[src/rtl/arbiter_quantum.sv]
// Round-robin arbiter with sticky ownership, capped at QUANTUM cycles while others wait.
// Registered outputs: request sampled at one posedge drives grant after it; handover has no idle bubble.
module arbiter_quantum #(
  parameter int NUM_PORTS = 6,
  parameter int QUANTUM   = 8
) (
  input  logic                         clk,
  input  logic                         rst,
  input  logic [NUM_PORTS-1:0]         request,
  output logic [NUM_PORTS-1:0]         grant,
  output logic [$clog2(NUM_PORTS)-1:0] select,
  output logic                         active,
  output logic                         expired
);
  localparam int SEL_WIDTH = $clog2(NUM_PORTS);
  localparam int CNT_WIDTH = $clog2(QUANTUM + 1);
  localparam logic [CNT_WIDTH-1:0] CNT_MAX  = CNT_WIDTH'(QUANTUM);
  localparam logic [CNT_WIDTH-1:0] CNT_ONE  = CNT_WIDTH'(1);
  localparam logic [SEL_WIDTH-1:0] SEL_LAST = SEL_WIDTH'(NUM_PORTS - 1);
  localparam logic [SEL_WIDTH-1:0] SEL_ONE  = SEL_WIDTH'(1);

  typedef enum logic {IDLE, OWN} state_e;

  state_e                 state_q,   state_d;
  logic [NUM_PORTS-1:0]   grant_q,   grant_d;
  logic [SEL_WIDTH-1:0]   select_q,  select_d;
  logic                   active_q,  active_d;
  logic                   expired_q, expired_d;
  logic [SEL_WIDTH-1:0]   ptr_q,     ptr_d;
  logic [CNT_WIDTH-1:0]   cnt_q,     cnt_d;

  logic [NUM_PORTS-1:0]   others;
  logic                   take;
  logic [SEL_WIDTH-1:0]   take_sel;

  // First set bit of vec scanning start, start+1, ... with wrap.
  function automatic logic [SEL_WIDTH-1:0] pick(input logic [NUM_PORTS-1:0] vec,
                                                input logic [SEL_WIDTH-1:0] start);
    logic [SEL_WIDTH-1:0] res;
    logic [SEL_WIDTH-1:0] sel;
    logic                 found;
    int                   pos;
    res   = '0;
    found = 1'b0;
    for (int i = 0; i < NUM_PORTS; i++) begin
      pos = int'(start) + i;
      if (pos >= NUM_PORTS) pos = pos - NUM_PORTS;
      sel = SEL_WIDTH'(pos);
      if (!found && vec[sel]) begin
        res   = sel;
        found = 1'b1;
      end
    end
    return res;
  endfunction

  assign others = request & ~grant_q;

  always_comb begin
    state_d   = state_q;
    grant_d   = grant_q;
    select_d  = select_q;
    active_d  = active_q;
    expired_d = 1'b0;
    ptr_d     = ptr_q;
    cnt_d     = cnt_q;
    take      = 1'b0;
    take_sel  = '0;

    case (state_q)
      IDLE: begin
        if (|request) begin
          take     = 1'b1;
          take_sel = pick(request, ptr_q);
        end
      end
      OWN: begin
        if (!request[select_q]) begin
          if (|others) begin
            take     = 1'b1;
            take_sel = pick(others, ptr_q);
          end else begin
            state_d  = IDLE;
            grant_d  = '0;
            select_d = '0;
            active_d = 1'b0;
            cnt_d    = '0;
          end
        end else if (cnt_q == CNT_MAX) begin
          // Saturated owner with no competitor simply keeps the grant.
          if (|others) begin
            take      = 1'b1;
            take_sel  = pick(others, ptr_q);
            expired_d = 1'b1;
          end
        end else begin
          cnt_d = cnt_q + CNT_ONE;
        end
      end
      default: state_d = IDLE;
    endcase

    if (take) begin
      state_d  = OWN;
      grant_d  = {{(NUM_PORTS-1){1'b0}}, 1'b1} << take_sel;
      select_d = take_sel;
      active_d = 1'b1;
      cnt_d    = CNT_ONE;
      ptr_d    = (take_sel == SEL_LAST) ? '0 : take_sel + SEL_ONE;
    end
  end

  always_ff @(posedge clk) begin
    if (rst) begin
      state_q   <= IDLE;
      grant_q   <= '0;
      select_q  <= '0;
      active_q  <= 1'b0;
      expired_q <= 1'b0;
      ptr_q     <= '0;
      cnt_q     <= '0;
    end else begin
      state_q   <= state_d;
      grant_q   <= grant_d;
      select_q  <= select_d;
      active_q  <= active_d;
      expired_q <= expired_d;
      ptr_q     <= ptr_d;
      cnt_q     <= cnt_d;
    end
  end

  assign grant   = grant_q;
  assign select  = select_q;
  assign active  = active_q;
  assign expired = expired_q;

endmodule

[config.mk]
export PLATFORM = sky130hd
export DESIGN_NAME = arbiter_quantum
export DESIGN_NICKNAME = d
export VERILOG_FILES = /design/src/rtl/arbiter_quantum.sv
export SDC_FILE = /design/constraint.sdc
export NUM_CORES = 1
export LEC_CHECK = 0
export CAP_MARGIN = 20
export CORE_MARGIN = 5
export CORE_UTILIZATION = 33
export DETAILED_ROUTE_END_ITERATION = 10
export HOLD_SLACK_MARGIN = 0.12
export PLACE_DENSITY_LB_ADDON = 0.25
export RECOVER_POWER = 50
export SLEW_MARGIN = 20
export SYNTH_ARGS = -nofsm -noshare
export SYNTH_HDL_FRONTEND = slang
export SYNTH_SLANG_ARGS = --single-unit
[constraint.sdc]
create_clock -name clk -period 3.57 [get_ports clk]
set_clock_uncertainty 0.05 [all_clocks]
set_input_delay 0.357 -clock clk [delete_from_list [all_inputs] [get_ports clk]]
set_output_delay 0.357 -clock clk [all_outputs]
set_load 0.1 [all_outputs]
==> impl_metrics.toml <==
[synth]
syn_area_per_cell_um2 = 8.02
yosysTopAreaCell = "dfxtp_1"
ys_seq_area_share_pct = 16.1
ys.flop_type = "dfxtp_1"
synthTopCellsByArea = "dfxtp_1, mux2i_1, ha_1"
synthesis.nets = 313
ys_seq_elements = 19
yosysMostFrequentCell = "nor2_1"
netlist_instances = 294
synth_edf_count = 0
netlist_area_um2 = 2360
async_flop_share_pct = 0
synth_warnings = 0
synth_common_cells = "nor2_1, a21oi_1, dfxtp_1"
synth_top_area_share_pct = 16.1
synth_cell_types = 79

[clocking]
clock-sinks = 19
htreeDepth = 1
insertion_delay_ps = 270
holdBufCountCts = 0
cts_buffers = 3
cts-root-buf = "clkbuf_8"
clk_pin_slew_ps = 80
clk_path_buf_depth = 2
cts_tree = "built"

[floorplanning]
coreArea_um2 = 6870
dieWidth_um = 94.5
die_y_um = 94.5
ioPinCount = 19
start_util_pct = 34.3
die-area_um2 = 8930
num_rows = 30

[drt]
first_iter_violations = 123
wl_per_cell_um = 16.2
avgViaCountPerCell = 5.36
vias = 2456
drc = 0
drt_first_pass_iters = 4
ant_nets = 0
wl_um = 7440

[global_route]
grt_pass1_vias = 2460
overflow = 0
track_usage_pct = 17.1
grt_first_pass_wirelength_um = 12200
grt_max_degree = 20
grt_antenna_before_repair = 0

[cells_and_area]
area_growth_pct = 37.3
n_fill_cell = 683
post-route-util_pct = 47.1
drive_above_1_share_pct = 32.9
nets = 382
n_antenna_cell = 0

[timing]
tightest_slew_ps = 988
maxSlewHeadroom_pct = 33.9
slew_viol_final = 0
setup_tns_ps = 0
finalHoldWorstSlack_ps = 414
period_share_pct = 97.8
setup_viol = 0
final.min_clock_period_ps = 3490
max_freq_ghz = 0.286
hold_viol = 0

[place]
io_buffers = 18
gp_congestion = 0.878
dp_hpwl_um = 5950

[setup_path]
cp.required_ps = 3690
crit_fanout = 7
ff2ff_path_depth = 12
worst-setup-path-type = "flop to flop"
cp-start-kind = "flop"
crit_arrival_ps = 3610
cp-end-kind = "flop"

[min_path]
worst_hold_path_type = "flop to flop"
hold_depth = 2

[power]
power.density_nw_per_um2 = 943
leakage_nw = 1.36
ir_worst_vdd_mv = 0.479

[status]
outcome = "completed"

[job]
maxCapViolCount = 0
==> critical path: stages, from the launching register on <==
cell     delay [ps]
dfxtp_4         420
inv_6            60
ha_4            280
nor2b_2          50
o31a_1          360
or4b_4          550
and3_4          220
and3_4          160
a21o_1          180
a311o_4         400
buf_4           180
and2_4          180
o41ai_4         300
==> cell type report <==
cell class	instances	area, um^2	area share (%)
flip-flops and latches	19	394	12.2
clock inverters	1	7.51	0.232
clock buffers	3	41.3	1.28
inverters	12	50.0	1.55
repair buffers	75	617	19.1
multi-input cells	252	2010	62.0
well taps	96	120	3.71
==> final timing paths <==
path                 start        to  slack [ps]
hold reg to reg     active    active         410
setup reg to reg  ptr_q[1]  ptr_q[2]          80
hold / removal      active    active         410
setup / recovery  ptr_q[1]  ptr_q[2]          80
==> timing repair <==
item                                    4_1_cts  5_1_grt
pin swaps                                     1        8
gates resized for setup                       3       22
setup buffers                                 1        4
endpoints found under the setup margin        1        6
==> state kept, by name (all words and copies together) (netlist names) <==
register / flops
grant: 6
expired: 1
active: 1
state_q: 1
ptr_q: 3
select: 3
cnt_q: 4
==> metrics by stage <==
| stage | total power [W] | instance area [um^2] | setup WS, ps | std cells |
|---|---|---|---|---|
| after detailed placement | 0.00270 | 3010 | -90.7 | 449 |
| after floorplan | 0.00191 | 2380 | 31.0 | 294 |
| final | 0.00305 | 3240 | 77.1 | 458 |
| after CTS | 0.00289 | 3080 | 1.10 | 454 |
| after global routing | 0.00328 | 3240 | -11.9 | 458 |
| after global placement | 0.00270 | 3010 | -83.7 | 449 |
==> routing by layer <==
layer	wire [um]	vias up	global-route usage (%)	part of all wire, %
li1	-	1256	-	-
met5	0	-	0	0
met1	3610	1139	23.4	48
met3	290	13	2.31	3.9
met2	3430	48	28.5	46
met4	118	0	3.73	1.6
==> placed cells by master, fill, tap and decap left out, types with 5 or more instances in the layout <==
| cell type | netlist | final |
|---|---|---|
| buf_4 | 3 | 55 |
| nor2_1 | 29 | 28 |
| a21oi_1 | 21 | 20 |
| nand2_1 | 18 | 17 |
| mux2i_1 | 17 | 15 |
| nand2b_1 | 12 | 12 |
| dlygate4sd3_1 | 0 | 12 |
| inv_1 | 11 | 10 |
| o21ai_0 | 10 | 10 |
| dfxtp_1 | 19 | 10 |
| nand3_1 | 9 | 9 |
| dfxtp_2 | 0 | 8 |
| mux2_2 | 7 | 7 |
| nor3_1 | 6 | 6 |
| ha_1 | 11 | 6 |
| clkdlybuf4s50_1 | 0 | 6 |
| nor2b_1 | 5 | 5 |
| xor2_1 | 6 | 5 |
| o22ai_1 | 5 | 5 |
| nand4_1 | 5 | 5 |
| ha_4 | 0 | 5 |
==> power breakdown <==
group | total, W | internal, W | switching [W] | leakage (nW)
clock network | 0.000160 | 0.0000790 | 0.0000814 | 0.0217
logic | 0.00258 | 0.00117 | 0.00140 | 1.18
registers | 0.000312 | 0.000262 | 0.0000499 | 0.160
==> cell families (layout without fill, tap and decap cells) <==
kind of cell               count (synthesis)  after routing  synth area share, %
AOI/OAI and AO/OA                         87             87                 28.0
xor gates and xnor gates                  10             10                 4.35
adders and majority gates                 11             11                 5.84
buffers and inverters                     23             91                 4.67
DFF                                       19             19                 16.1
muxes                                     26             26                 12.6
and+or+nand+nor                          118            118                 28.4
(Power assumes the default switching activity.)
